<file path="src/rtl/fir_filter_cfg.sv">
// Purpose : runtime-programmable signed FIR filter with output saturation.
// Latency : 2 cycles from the accepting edge to out_valid; one sample per cycle.
// Backpressure: none; every accepted sample produces one result unless flushed or reset.
//
// Ports:
//   clk        rising-edge clock for all state
//   reset      asynchronous active-high reset (coefficients return to 1)
//   in_valid   x_in carries a sample this cycle
//   x_in       signed input sample
//   flush      synchronous clear of delay line and in-flight results
//   coef_wr    coefficient write strobe
//   coef_addr  tap index for the write (out-of-range indices are dropped)
//   coef_data  signed coefficient value
//   out_valid  one-cycle pulse per result
//   y_out      saturated signed result, held between pulses
//   sat        y_out was clipped, qualified by out_valid

module fir_filter_cfg #(
  parameter int DATA_W = 8,
  parameter int COEF_W = 8,
  parameter int TAPS   = 8,
  parameter int OUT_W  = 16
) (
  input  logic                     clk,
  input  logic                     reset,
  input  logic                     in_valid,
  input  logic [DATA_W-1:0]        x_in,
  input  logic                     flush,
  input  logic                     coef_wr,
  input  logic [$clog2(TAPS)-1:0]  coef_addr,
  input  logic [COEF_W-1:0]        coef_data,
  output logic                     out_valid,
  output logic [OUT_W-1:0]         y_out,
  output logic                     sat
);

  localparam int AW = $clog2(TAPS);
  localparam int PW = DATA_W + COEF_W;   // exact product width
  localparam int FW = PW + AW;           // exact sum width, no truncation anywhere

  // Saturation bounds expressed at full sum width so the compare is exact.
  localparam logic signed [FW-1:0] SAT_MAX = {{(FW-OUT_W+1){1'b0}}, {(OUT_W-1){1'b1}}};
  localparam logic signed [FW-1:0] SAT_MIN = {{(FW-OUT_W+1){1'b1}}, {(OUT_W-1){1'b0}}};

  logic signed [DATA_W-1:0] r_d    [TAPS];
  logic signed [COEF_W-1:0] r_coef [TAPS];
  logic signed [PW-1:0]     r_prod [TAPS];
  logic                     r_v1;
  logic                     r_v2;

  logic                     w_addr_ok;
  logic signed [FW-1:0]     w_sum;
  logic [OUT_W-1:0]         w_y;
  logic                     w_sat;

  // When TAPS is a power of two every encodable address is a real tap, so
  // the range check collapses to a constant.
  generate
    if (TAPS == (1 << AW)) begin : g_addr_full
      assign w_addr_ok = 1'b1;
    end else begin : g_addr_part
      assign w_addr_ok = (int'(coef_addr) < TAPS);
    end
  endgenerate

  // Stage 0: coefficient file and delay line. A coefficient written here is
  // seen by the product registered on the following edge, so a write and a
  // sample on the same edge combine with the new value.
  always_ff @(posedge clk or posedge reset) begin
    if (reset) begin
      for (int i = 0; i < TAPS; i++) begin
        r_d[i]    <= '0;
        r_coef[i] <= COEF_W'(1);
      end
      r_v1 <= 1'b0;
    end else begin
      for (int i = 0; i < TAPS; i++) begin
        if (coef_wr && w_addr_ok && (coef_addr == AW'(i))) begin
          r_coef[i] <= coef_data;
        end
      end
      if (flush) begin
        // flush wins over a sample presented on the same edge
        for (int i = 0; i < TAPS; i++) begin
          r_d[i] <= '0;
        end
        r_v1 <= 1'b0;
      end else begin
        r_v1 <= in_valid;
        if (in_valid) begin
          r_d[0] <= x_in;
          for (int i = 1; i < TAPS; i++) begin
            r_d[i] <= r_d[i-1];
          end
        end
      end
    end
  end

  // Stage 1: per-tap products. Operands are sign-extended to the product
  // width first so the multiply is exact without relying on context sizing.
  always_ff @(posedge clk or posedge reset) begin
    if (reset) begin
      for (int i = 0; i < TAPS; i++) begin
        r_prod[i] <= '0;
      end
      r_v2 <= 1'b0;
    end else begin
      for (int i = 0; i < TAPS; i++) begin
        r_prod[i] <= PW'(r_coef[i]) * PW'(r_d[i]);
      end
      r_v2 <= r_v1 & ~flush;
    end
  end

  // Adder tree and saturation at full width.
  always_comb begin
    w_sum = '0;
    for (int i = 0; i < TAPS; i++) begin
      w_sum = w_sum + FW'(r_prod[i]);
    end
    w_y   = w_sum[OUT_W-1:0];
    w_sat = 1'b0;
    if (w_sum > SAT_MAX) begin
      w_y   = SAT_MAX[OUT_W-1:0];
      w_sat = 1'b1;
    end else if (w_sum < SAT_MIN) begin
      w_y   = SAT_MIN[OUT_W-1:0];
      w_sat = 1'b1;
    end
  end

  // Stage 2: output register. A flush on this edge also suppresses the
  // oldest in-flight result, and y_out/sat only move with a real result.
  always_ff @(posedge clk or posedge reset) begin
    if (reset) begin
      out_valid <= 1'b0;
      y_out     <= '0;
      sat       <= 1'b0;
    end else begin
      out_valid <= r_v2 & ~flush;
      if (r_v2 && !flush) begin
        y_out <= w_y;
        sat   <= w_sat;
      end
    end
  end

endmodule

</file>
<file path="config.mk">
export PLATFORM = sky130hd
export DESIGN_NAME = fir_filter_cfg
export DESIGN_NICKNAME = d
export VERILOG_FILES = /design/src/rtl/fir_filter_cfg.sv
export SDC_FILE = /design/constraint.sdc
export NUM_CORES = 2
export LEC_CHECK = 0
export CORE_ASPECT_RATIO = 0.5
export CORE_UTILIZATION = 60
export DETAILED_ROUTE_END_ITERATION = 6
export PLACE_DENSITY = 0.77
export SETUP_SLACK_MARGIN = 0.2
export SLEW_MARGIN = 20
export SYNTH_ARGS = -nofsm -noshare
export SYNTH_HDL_FRONTEND = slang
export SYNTH_SLANG_ARGS = --single-unit
</file>
<file path="constraint.sdc">
create_clock -name clk -period 14.2 [get_ports clk]
set_input_delay 2.84 -clock clk [delete_from_list [all_inputs] [get_ports clk]]
set_output_delay 2.84 -clock clk [all_outputs]
set_load 0.02 [all_outputs]
</file>
==> metrics.yaml <==
vias_per_cell: 5.38
synth_area_leaders: "fa_1, dfrtp_1, ha_1"
track_usage_pct: 28.2
syn_inst: 3175
place_area_um2: 33200
min_from: "r_v1"
synth_top_area_share_pct: 33.6
status: "finished, final reports clean"
syn_avg_cell_area_um2: 10.1
synth_cell_type_count: 61
cts_num_sinks: 276
critPathSlowestCell: "a31oi_1"
synth-edff-count: 0
required_ns: 14.71
dr_wl_met3_um: 4720
clockBufferDepth: 3
die_h_um: 166
rows: 59
fmax_mhz: 186
area_delta_synth_final_pct: 6.50
io-pin-count: 42
dp_hpwl_um: 56700
initialDrtViolationCount: 1269
wl_met1_um: 32100
synthArstFlopShare_pct: 100
total_power_uw: 2970
crit_chain: "inv_1 > fa_1 > inv_1 > fa_1 > fa_1 > fa_1 > ha_1 > inv_1 > fa_1 > nor2b_1 > o31ai_1 > a211oi_2 > o21ai_0 > xor2_1 > a31oi_1 > nor2_1 > o21ai_2"
drc_errors: 0
htree_levels: 1
yosysSeqAreaShare_pct: 21.5
ys_seq_elements: 276
dieArea_um2: 54500
slew_viol_final: 0
fin_nets: 4008
portBuffers: 41
final_cell_mix: "inv_1, fa_1, and2_1"
hp-class: "flop to flop"
grt_pass1_wl_um: 120000
cp-startpoint: "r_prod[66]"
worstMarginPinSlew_ns: 1.14
highest_layer: "met5"
rr_startpoint: "r_prod[66]"
gp_congestion: 0.898
die_x_um: 329
drive_gt1_share_pct: 4.79
antenna_found_initial: 7
synth_warnings: 0
crit_family: "adder cells"
critPathKind: "flop to flop"
clk_pin_slew_ns: 0.07
ys.flop_type: "dfrtp_1"
p_per_area_nw_per_um2: 86.7
worst-path-buf-inv: 3
finalClockSkew_ns: 0.0206
vdd_drop_max_uv: 108
cp-start-kind: "flop"
fin_area_um2: 34200
fin_crit_sh_pct: 37.8
arrival_ns: 5.88
hold_buffers: 0
grt_pass1_vias: 22900
grt_setup_unrepaired: "false"
finalSetupViolations: 0
drtPass1Iterations: 5
core-area_um2: 52400
grt_max_degree: 130
hold_viol: 0
max_cap_viol_count: 0
diodes: 0
slowest_delay_ns: 0.79
crit_fanout: 12
p_leak_uw: 0.0166
cts-root-buf: "clkbuf_16"
pre_cts_ws_ns: 8.27
grt_overflow_total: 0
fin_tns_setup_ns: 0
numCtsBuffers: 29
relSlewSlack_pct: 23.9
post_cts_buffers: 0
routed_wl_um: 71800
cts_tree: "built"
synth_area_um2: 32100
final_common_cell: "inv_1"
start_util_pct: 61.3
wl_per_cell_um: 18.3
setup_slack_ns: 8.83
fin_crit_ns: 5.37
yosys.area.top_type: "fa_1"
worstSkewPairLatency_ns: 0.60
wl_met2_um: 33100
path_common_cell: "fa_1"
vias: 21100
syn_nets: 3989
ctsResizeCount: 0
ant_nets: 0
critPathCaptureType: "flop"
[cell families after synthesis]
| group | count (synthesis) | synth area share, % |
|---|---|---|
| AO/OA/AOI/OAI | 189 | 4.13 |
| XOR/XNOR | 132 | 3.62 |
| adder cells (fa/ha/maj) | 790 | 43.3 |
| buffers and inverters | 842 | 9.86 |
| flip-flops | 276 | 21.5 |
| multiplexers | 133 | 4.41 |
| AND/OR/NAND/NOR | 813 | 13.1 |
[flip-flops by register name (all words and copies together), names as in the netlist]
signal / flops
r_v1: 1
out_valid: 1
sat: 1
y_out: 16
r_v2: 1
r_d: 64
r_prod: 128
r_coef: 64
[through the flow]
step / hold WS, ns / cells / util (%)
floorplan: 0.439 / 3175 / -
global placement: 0.443 / 3864 / 63.4
global route: 0.501 / 3918 / 65.3
finish: 0.467 / 3918 / 65.3
CTS: 0.470 / 3918 / 65.3
detailed placement: 0.455 / 3864 / 63.4
[cell type report]
cell class,count,area (µm²)
multi-input cells,2057,22100
fillers,4035,18200
flip-flops and latches,276,6920
inverters,784,2950
well taps,701,877
clock buffers,37,776
repair buffers,46,444
clock inverters,17,206
[cells in the mapped netlist (4+ instances only)]
library cell  instances
buf_1                 4
o311ai_0              5
fa_1                539
mux2i_1              65
nor2_1              150
inv_1               784
o31ai_1               8
xnor2_1             114
and2_1              316
o21ai_0              49
nor2b_1              21
nand2b_1             61
nor3_1               25
xor2_1               17
o41ai_1               4
or3_1                 4
dfrtp_1             268
o21ai_1               5
o31a_1                7
clkbuf_1             52
a21oi_1              31
ha_1                251
a311oi_1              4
a21o_1               16
a21boi_0             19
and3_1                9
nand4b_1              6
mux2_2               68
dfstp_2               8
o21ai_2               7
nand3_1              17
nand2_1             192
[metal layers]
layer  vias to the layer above  global-route usage [%]
met5                         -                    1.13
met4                         2                    6.48
met3                       112                    5.31
met2                       501                    44.4
met1                     10900                    40.6
li1                       9562                       -
[power by group]
group / leakage (µW) / switching [µW] / internal [µW] / total, µW
combinational: 0.0125 / 656 / 467 / 1120
clock: 0.000465 / 349 / 447 / 796
sequential: 0.00365 / 158 / 889 / 1050
total: 0.0166 / 1160 / 1800 / 2970
[path summary, 6_finish.rpt]
path                       slack, ns  depth (start not counted)          to
min reg2reg                     0.47                          1        r_v2
min in group asynchronous       2.78                          2  r_prod[13]
max                             8.83                         17   y_out[13]
max in group asynchronous       9.35                          4  r_coef[43]
min                             0.47                          1        r_v2
max reg2reg                     8.83                         17   y_out[13]
No activity file was read; power rests on OpenSTA's default activity.
